[src/rtl/stack_ctrl.sv]
// rtl/stack_ctrl.sv - LIFO stack controller over an external 256x8 combinational-read RAM
//
// Purpose:
//   Keeps an occupancy count of 0..DEPTH. It drives the RAM port so that bytes are
//   pushed at BASE_ADDR+count and popped from BASE_ADDR+count-1 (both mod 256).
//   A push and a pop in the same cycle replace the top-of-stack entry.
//
// Parameters:
//   BASE_ADDR  first RAM address of the stack region (default 8'hC0)
//   DEPTH      stack capacity in bytes, 1..256-BASE_ADDR (default 64)
//
// Ports:
//   clk, rst_n           clock and asynchronous active-low reset
//   push, pop            stack requests, sampled on each rising edge
//   push_data            byte to push (also driven on ram_din in every cycle)
//   clr_err              clears the sticky ovf/unf flags
//   pop_data, pop_valid  registered popped byte and its one-cycle strobe
//   full, empty          combinational decodes of the occupancy count
//   ovf, unf             sticky overflow / underflow flags
//   ram_rw, ram_addr,    RAM write enable (1 = write), address and write data
//   ram_din
//   ram_dout             RAM combinational read data
//
// Configuration:
//   STACK_ERR_FLAGS_EN   when defined, ovf/unf are sticky error flags that clr_err
//                        clears; otherwise both are tied to 0 and clr_err is ignored.

module stack_ctrl #(
    parameter logic [7:0] BASE_ADDR = 8'hC0,
    parameter int         DEPTH     = 64
) (
    input  logic       clk,
    input  logic       rst_n,
    input  logic       push,
    input  logic       pop,
    input  logic [7:0] push_data,
    input  logic       clr_err,
    output logic [7:0] pop_data,
    output logic       pop_valid,
    output logic       full,
    output logic       empty,
    output logic       ovf,
    output logic       unf,
    output logic       ram_rw,
    output logic [7:0] ram_addr,
    output logic [7:0] ram_din,
    input  logic [7:0] ram_dout
);

    // The count needs nine bits because DEPTH can be as large as 256.
    localparam logic [8:0] DEPTH_C = 9'(DEPTH);

    logic [8:0] count;
    logic [7:0] wr_ptr;
    logic [7:0] top;
    logic       do_push;
    logic       do_pop;
    logic       do_repl;

    // Both pointers wrap mod 256. wr_ptr is used only while the stack is not full,
    // so it never leaves the stack region.
    assign wr_ptr = BASE_ADDR + count[7:0];
    assign top    = wr_ptr - 8'd1;

    assign full  = (count == DEPTH_C);
    assign empty = (count == 9'd0);

    always_comb begin
        do_push = 1'b0;
        do_pop  = 1'b0;
        do_repl = 1'b0;
        // If push and pop arrive together while the stack is empty, the request is
        // handled as a plain push.
        if (push && (!pop || empty) && !full)
            do_push = 1'b1;
        if (pop && !push && !empty)
            do_pop = 1'b1;
        if (push && pop && !empty)
            do_repl = 1'b1;
    end

    // The write enable is gated by rst_n. This keeps the RAM from being written
    // while reset is held, and it cancels a push if reset arrives mid-cycle.
    assign ram_rw   = rst_n & (do_push | do_repl);
    assign ram_addr = do_push ? wr_ptr : (empty ? BASE_ADDR : top);
    assign ram_din  = push_data;

    always_ff @(posedge clk or negedge rst_n) begin
        if (!rst_n) begin
            count     <= 9'd0;
            pop_data  <= 8'h00;
            pop_valid <= 1'b0;
        end else begin
            if (do_push)
                count <= count + 9'd1;
            else if (do_pop)
                count <= count - 9'd1;
            // A replace returns the old top byte, which the RAM still shows this cycle.
            pop_valid <= do_pop | do_repl;
            if (do_pop || do_repl)
                pop_data <= ram_dout;
        end
    end

`ifdef STACK_ERR_FLAGS_EN
    logic ovf_evt;
    logic unf_evt;

    assign ovf_evt = push & ~pop & full;
    assign unf_evt = pop & ~push & empty;

    // A new error event takes priority over clr_err in the same cycle.
    always_ff @(posedge clk or negedge rst_n) begin
        if (!rst_n) begin
            ovf <= 1'b0;
            unf <= 1'b0;
        end else begin
            ovf <= ovf_evt | (ovf & ~clr_err);
            unf <= unf_evt | (unf & ~clr_err);
        end
    end
`else
    logic unused_clr_err;

    assign unused_clr_err = clr_err;
    assign ovf            = 1'b0;
    assign unf            = 1'b0;
`endif

endmodule

[config.mk]
export PLATFORM = sky130hd
export DESIGN_NAME = stack_ctrl
export DESIGN_NICKNAME = d
export VERILOG_FILES = /design/src/rtl/stack_ctrl.sv
export SDC_FILE = /design/constraint.sdc
export NUM_CORES = 1
export LEC_CHECK = 0
export ABC_AREA = 1
export CORE_MARGIN = 3
export CORE_UTILIZATION = 26
export CTS_CLUSTER_SIZE = 40
export DETAILED_ROUTE_END_ITERATION = 7
export HOLD_SLACK_MARGIN = 0.08
export SLEW_MARGIN = 10
export SYNTH_ARGS = -nofsm -noshare
export SYNTH_HDL_FRONTEND = slang
export SYNTH_SLANG_ARGS = --single-unit
[constraint.sdc]
create_clock -name clk -period 7.05 [get_ports clk]
set_input_delay 1.41 -clock clk [delete_from_list [all_inputs] [get_ports clk]]
set_output_delay 1.41 -clock clk [all_outputs]
set_load 0.02 [all_outputs]
==> out/metrics.yaml <==
slowest_stage: "clkdlybuf4s50_1"
clkPwrFrac_pct: 11.4
min_path_type: "register to register"
cp-startpoint: "rst_n"
viasPerCell: 4.29
fin_crit_ns: 4.77
leakagePower_nw: 0.929
seqPwrFrac_pct: 23.4
insertedDiodeCount: 0
utilization_pct: 33.7
vdd_drop_max_mv: 0.138
track_usage_pct: 10.2
antenna_found_initial: 0
cts_root_buffer: "clkbuf_8"
syn-instance-count: 202
cp_top_family: "buffers and inverters"
area_growth_pct: 23.8
worst_ep_required_time_ns: 5.64
worst-path-stages: 4
seq_area_um2: 450
critPathCapture: "ram_rw"
dr_total_vias: 1275
synth-compound-area-share_pct: 11.2
ys.warnings.count: 0
finalSetupViolCount: 0
clock_sinks: 18
p_int_w: 0.000392
synthAdderAreaFrac_pct: 10.4
nFillCells: 594
place_congestion: 0.803
wl_um: 3210
timing.rr.end: "count[8]$_DFFE_PN0P_"
fin_tns_setup_ns: 0
synth_cell_types: 32
clock_path_buffers: 2
crit_top_cell: "clkdlybuf4s50_1"
rsz0062_at_grt: "no"
post_cts_buffers: 0
criticalPathCategory: "primary input to output pin"
cts_tree: "yes"
holdBufCountCts: 0
endpoint_kind: "output pin"
htree_num_levels: 1
critical_path.max_fanout: 19
r2r_slack_ns: 4.19
yosysTopAreaCell: "dfrtp_1"
wl_per_cell_um: 10.8
yosysTopAreaCellShare_pct: 29.7
die_x_um: 82.4
coreArea_um2: 5570
route.met2.wl_um: 1560
skew_ns: 0.00109
clk_latency_ns: 0.25
startpoint_type: "primary input"
p_sw_w: 0.000352
slowest_delay_ns: 1.06
grt_pass1_vias: 1184
die_y_um: 82.4
comb_power_share_pct: 65.2
remaining_drc_errors: 0
worst_pin_slew_ns: 0.895
outcome: "finished, final reports clean"
syn-mean-instance-area_um2: 7.51
synth_area_leaders: "dfrtp_1 (30%), nand2_1 (17%), ha_1 (9.1%)"
slew-limit-headroom_pct: 40.2
clkTransAtPathRegs_ns: 0.07
hpwl_um: 2530
rr_worst_depth: 17
dr_wl_met3_um: 83
design.portCount: 51
maxCapViolations: 0
period_share_pct: 67.7
antenna_left: 0
synth_top_family_by_area: "simple AND/OR/NAND/NOR gates"
nNetsFinal: 259
synth_mux_area_share_pct: 0
drv_slew: 0
crit_chain: "clkdlybuf4s50_1 > nand2_1 > a21oi_1 > clkdlybuf4s50_1"
cts_resized: 0
grt_pass1_wl_um: 5400
grt_overflow: 0
top_layer: "met4"
synth_seq_cells: 18
first_pass_iters: 4
critPathArrivalTime_ns: 3.36
synth-seq-area-share_pct: 29.7
crit_buf_inv: 2
wl_met1_um: 1500
sw_frac_of_total_pct: 47.3
yosys.area_share.simple_pct: 31.9
io_buffer_count: 31
postLayoutSetupSlackWorst_ns: 2.28
rows: 27
syn-cell-area_um2: 1520
clock.fmax_mhz: 210
drive_above_1_share_pct: 10.2
r2r_start: "count[0]$_DFFE_PN0P_"
synth-xor-area-share_pct: 4.04
multi_input_area_um2: 881
final_hold_viol_count: 0
dr.first_iter.drc_count: 80
grt_max_degree: 25
cts_inserted_buffers: 3
initial_core_util_pct: 27.2
die-area_um2: 6780
post-place-ws_ns: 2.21
pwr_density_cell_nw_per_um2: 397
worst register-to-register path: stages, from the launching register on:
cell and delay, ns:
dfrtp_1 0.44, inv_1 0.19, ha_1 0.24, nand3_1 0.13, nor2_4 0.17, nor2_4 0.06
nand2_4 0.22, inv_1 0.18, fa_1 0.42, nand3b_1 0.18, nand2_1 0.13, nand2_1 0.08
nand2_1 0.06, nand2_1 0.06, nand2_1 0.07, nand2_1 0.05, nand2_1 0.05, inv_1 0.04
power groups by stage:
stage          sequential (W)  clock (W)  combinational [W]
6_report             0.000174  0.0000849           0.000485
5_1_grt              0.000180  0.0000906           0.000554
4_1_cts              0.000174  0.0000895           0.000491
3_5_place_dp         0.000176          0           0.000488
3_3_place_gp         0.000176          0           0.000482
2_1_floorplan        0.000174          0           0.000359
routing by layer:
| metal | vias to the layer above | global-route usage (%) |
|---|---|---|
| li1 | 671 | - |
| met2 | 22 | 16.7 |
| met5 | - | 0 |
| met4 | 0 | 4.49 |
| met1 | 577 | 13.7 |
| met3 | 5 | 0.651 |
state kept, by name (all words and copies together), names as in the netlist:
signal / count
pop_valid: 1
pop_data: 8
count: 9
cell families (layout without fill, tap and decap cells):
logic type / Yosys count / in the layout
simple gates: 103 / 103
other cells: 1 / 2
xor+xnor: 7 / 7
buf+inv: 37 / 59
flops: 18 / 18
compound gates: 24 / 24
fa+ha+maj: 12 / 12
how the worst min path moves through the flow:
stage,start,to,slack (ns),cells after the start
finish,pop_data[3]$_DFFE_PN0P_,pop_data[3]$_DFFE_PN0P_,0.48,2
global route,pop_data[0]$_DFFE_PN0P_,pop_data[0]$_DFFE_PN0P_,0.50,2
CTS,pop_data[0]$_DFFE_PN0P_,pop_data[0]$_DFFE_PN0P_,0.48,2
detailed placement,pop_data[0]$_DFFE_PN0P_,pop_data[0]$_DFFE_PN0P_,0.46,2
global placement,pop_data[4]$_DFFE_PN0P_,pop_data[4]$_DFFE_PN0P_,0.46,2
floorplan,count[7]$_DFFE_PN0P_,count[7]$_DFFE_PN0P_,0.50,2
through the flow:
step | instances | hold slack, ns | power (W) | instance area (um^2)
global placement | 293 | 0.462 | 0.000658 | 1820
finish | 297 | 0.478 | 0.000744 | 1880
global route | 297 | 0.503 | 0.000825 | 1880
CTS | 297 | 0.483 | 0.000755 | 1880
floorplan | 203 | 0.503 | 0.000533 | 1520
detailed placement | 293 | 0.464 | 0.000664 | 1820
cell usage after synthesis (all sizes together):
master  number
nor2        12
ha          11
a21oi        8
xor2         6
nand2       71
nor3         1
or2          1
inv         24
xnor2        1
nand4        3
o21ai       12
a21o         1
dfrtp       18
nand3       13
o21bai       2
buf         13
conb         1
nand3b       2
fa           1
o22ai        1
final cells by class:
cell class / instances / share of cell area [%]
flip-flops and latches: 18 / 24.0
multi-input cells: 148 / 46.9
well taps: 72 / 4.80
repair buffers: 31 / 16.5
clock buffers: 4 / 2.93
inverters: 24 / 4.80
placed cells by master (no fill, tap or decap), types with 2 or more instances in the layout:
cell type / netlist / routed
o21ai_0: 6 / 6
nand2_4: 3 / 3
xor2_1: 6 / 6
nand3_2: 3 / 3
clkbuf_8: 0 / 4
clkdlybuf4s50_1: 0 / 31
ha_1: 11 / 11
nor2_4: 3 / 3
nand3b_1: 2 / 2
a21oi_1: 7 / 7
conb_1: 1 / 2
inv_1: 23 / 23
dfrtp_1: 18 / 18
o21ai_2: 4 / 4
nand2_1: 68 / 68
nand4_1: 3 / 3
nor2_1: 8 / 8
nand3_1: 10 / 10
(Power assumes the default switching activity.)
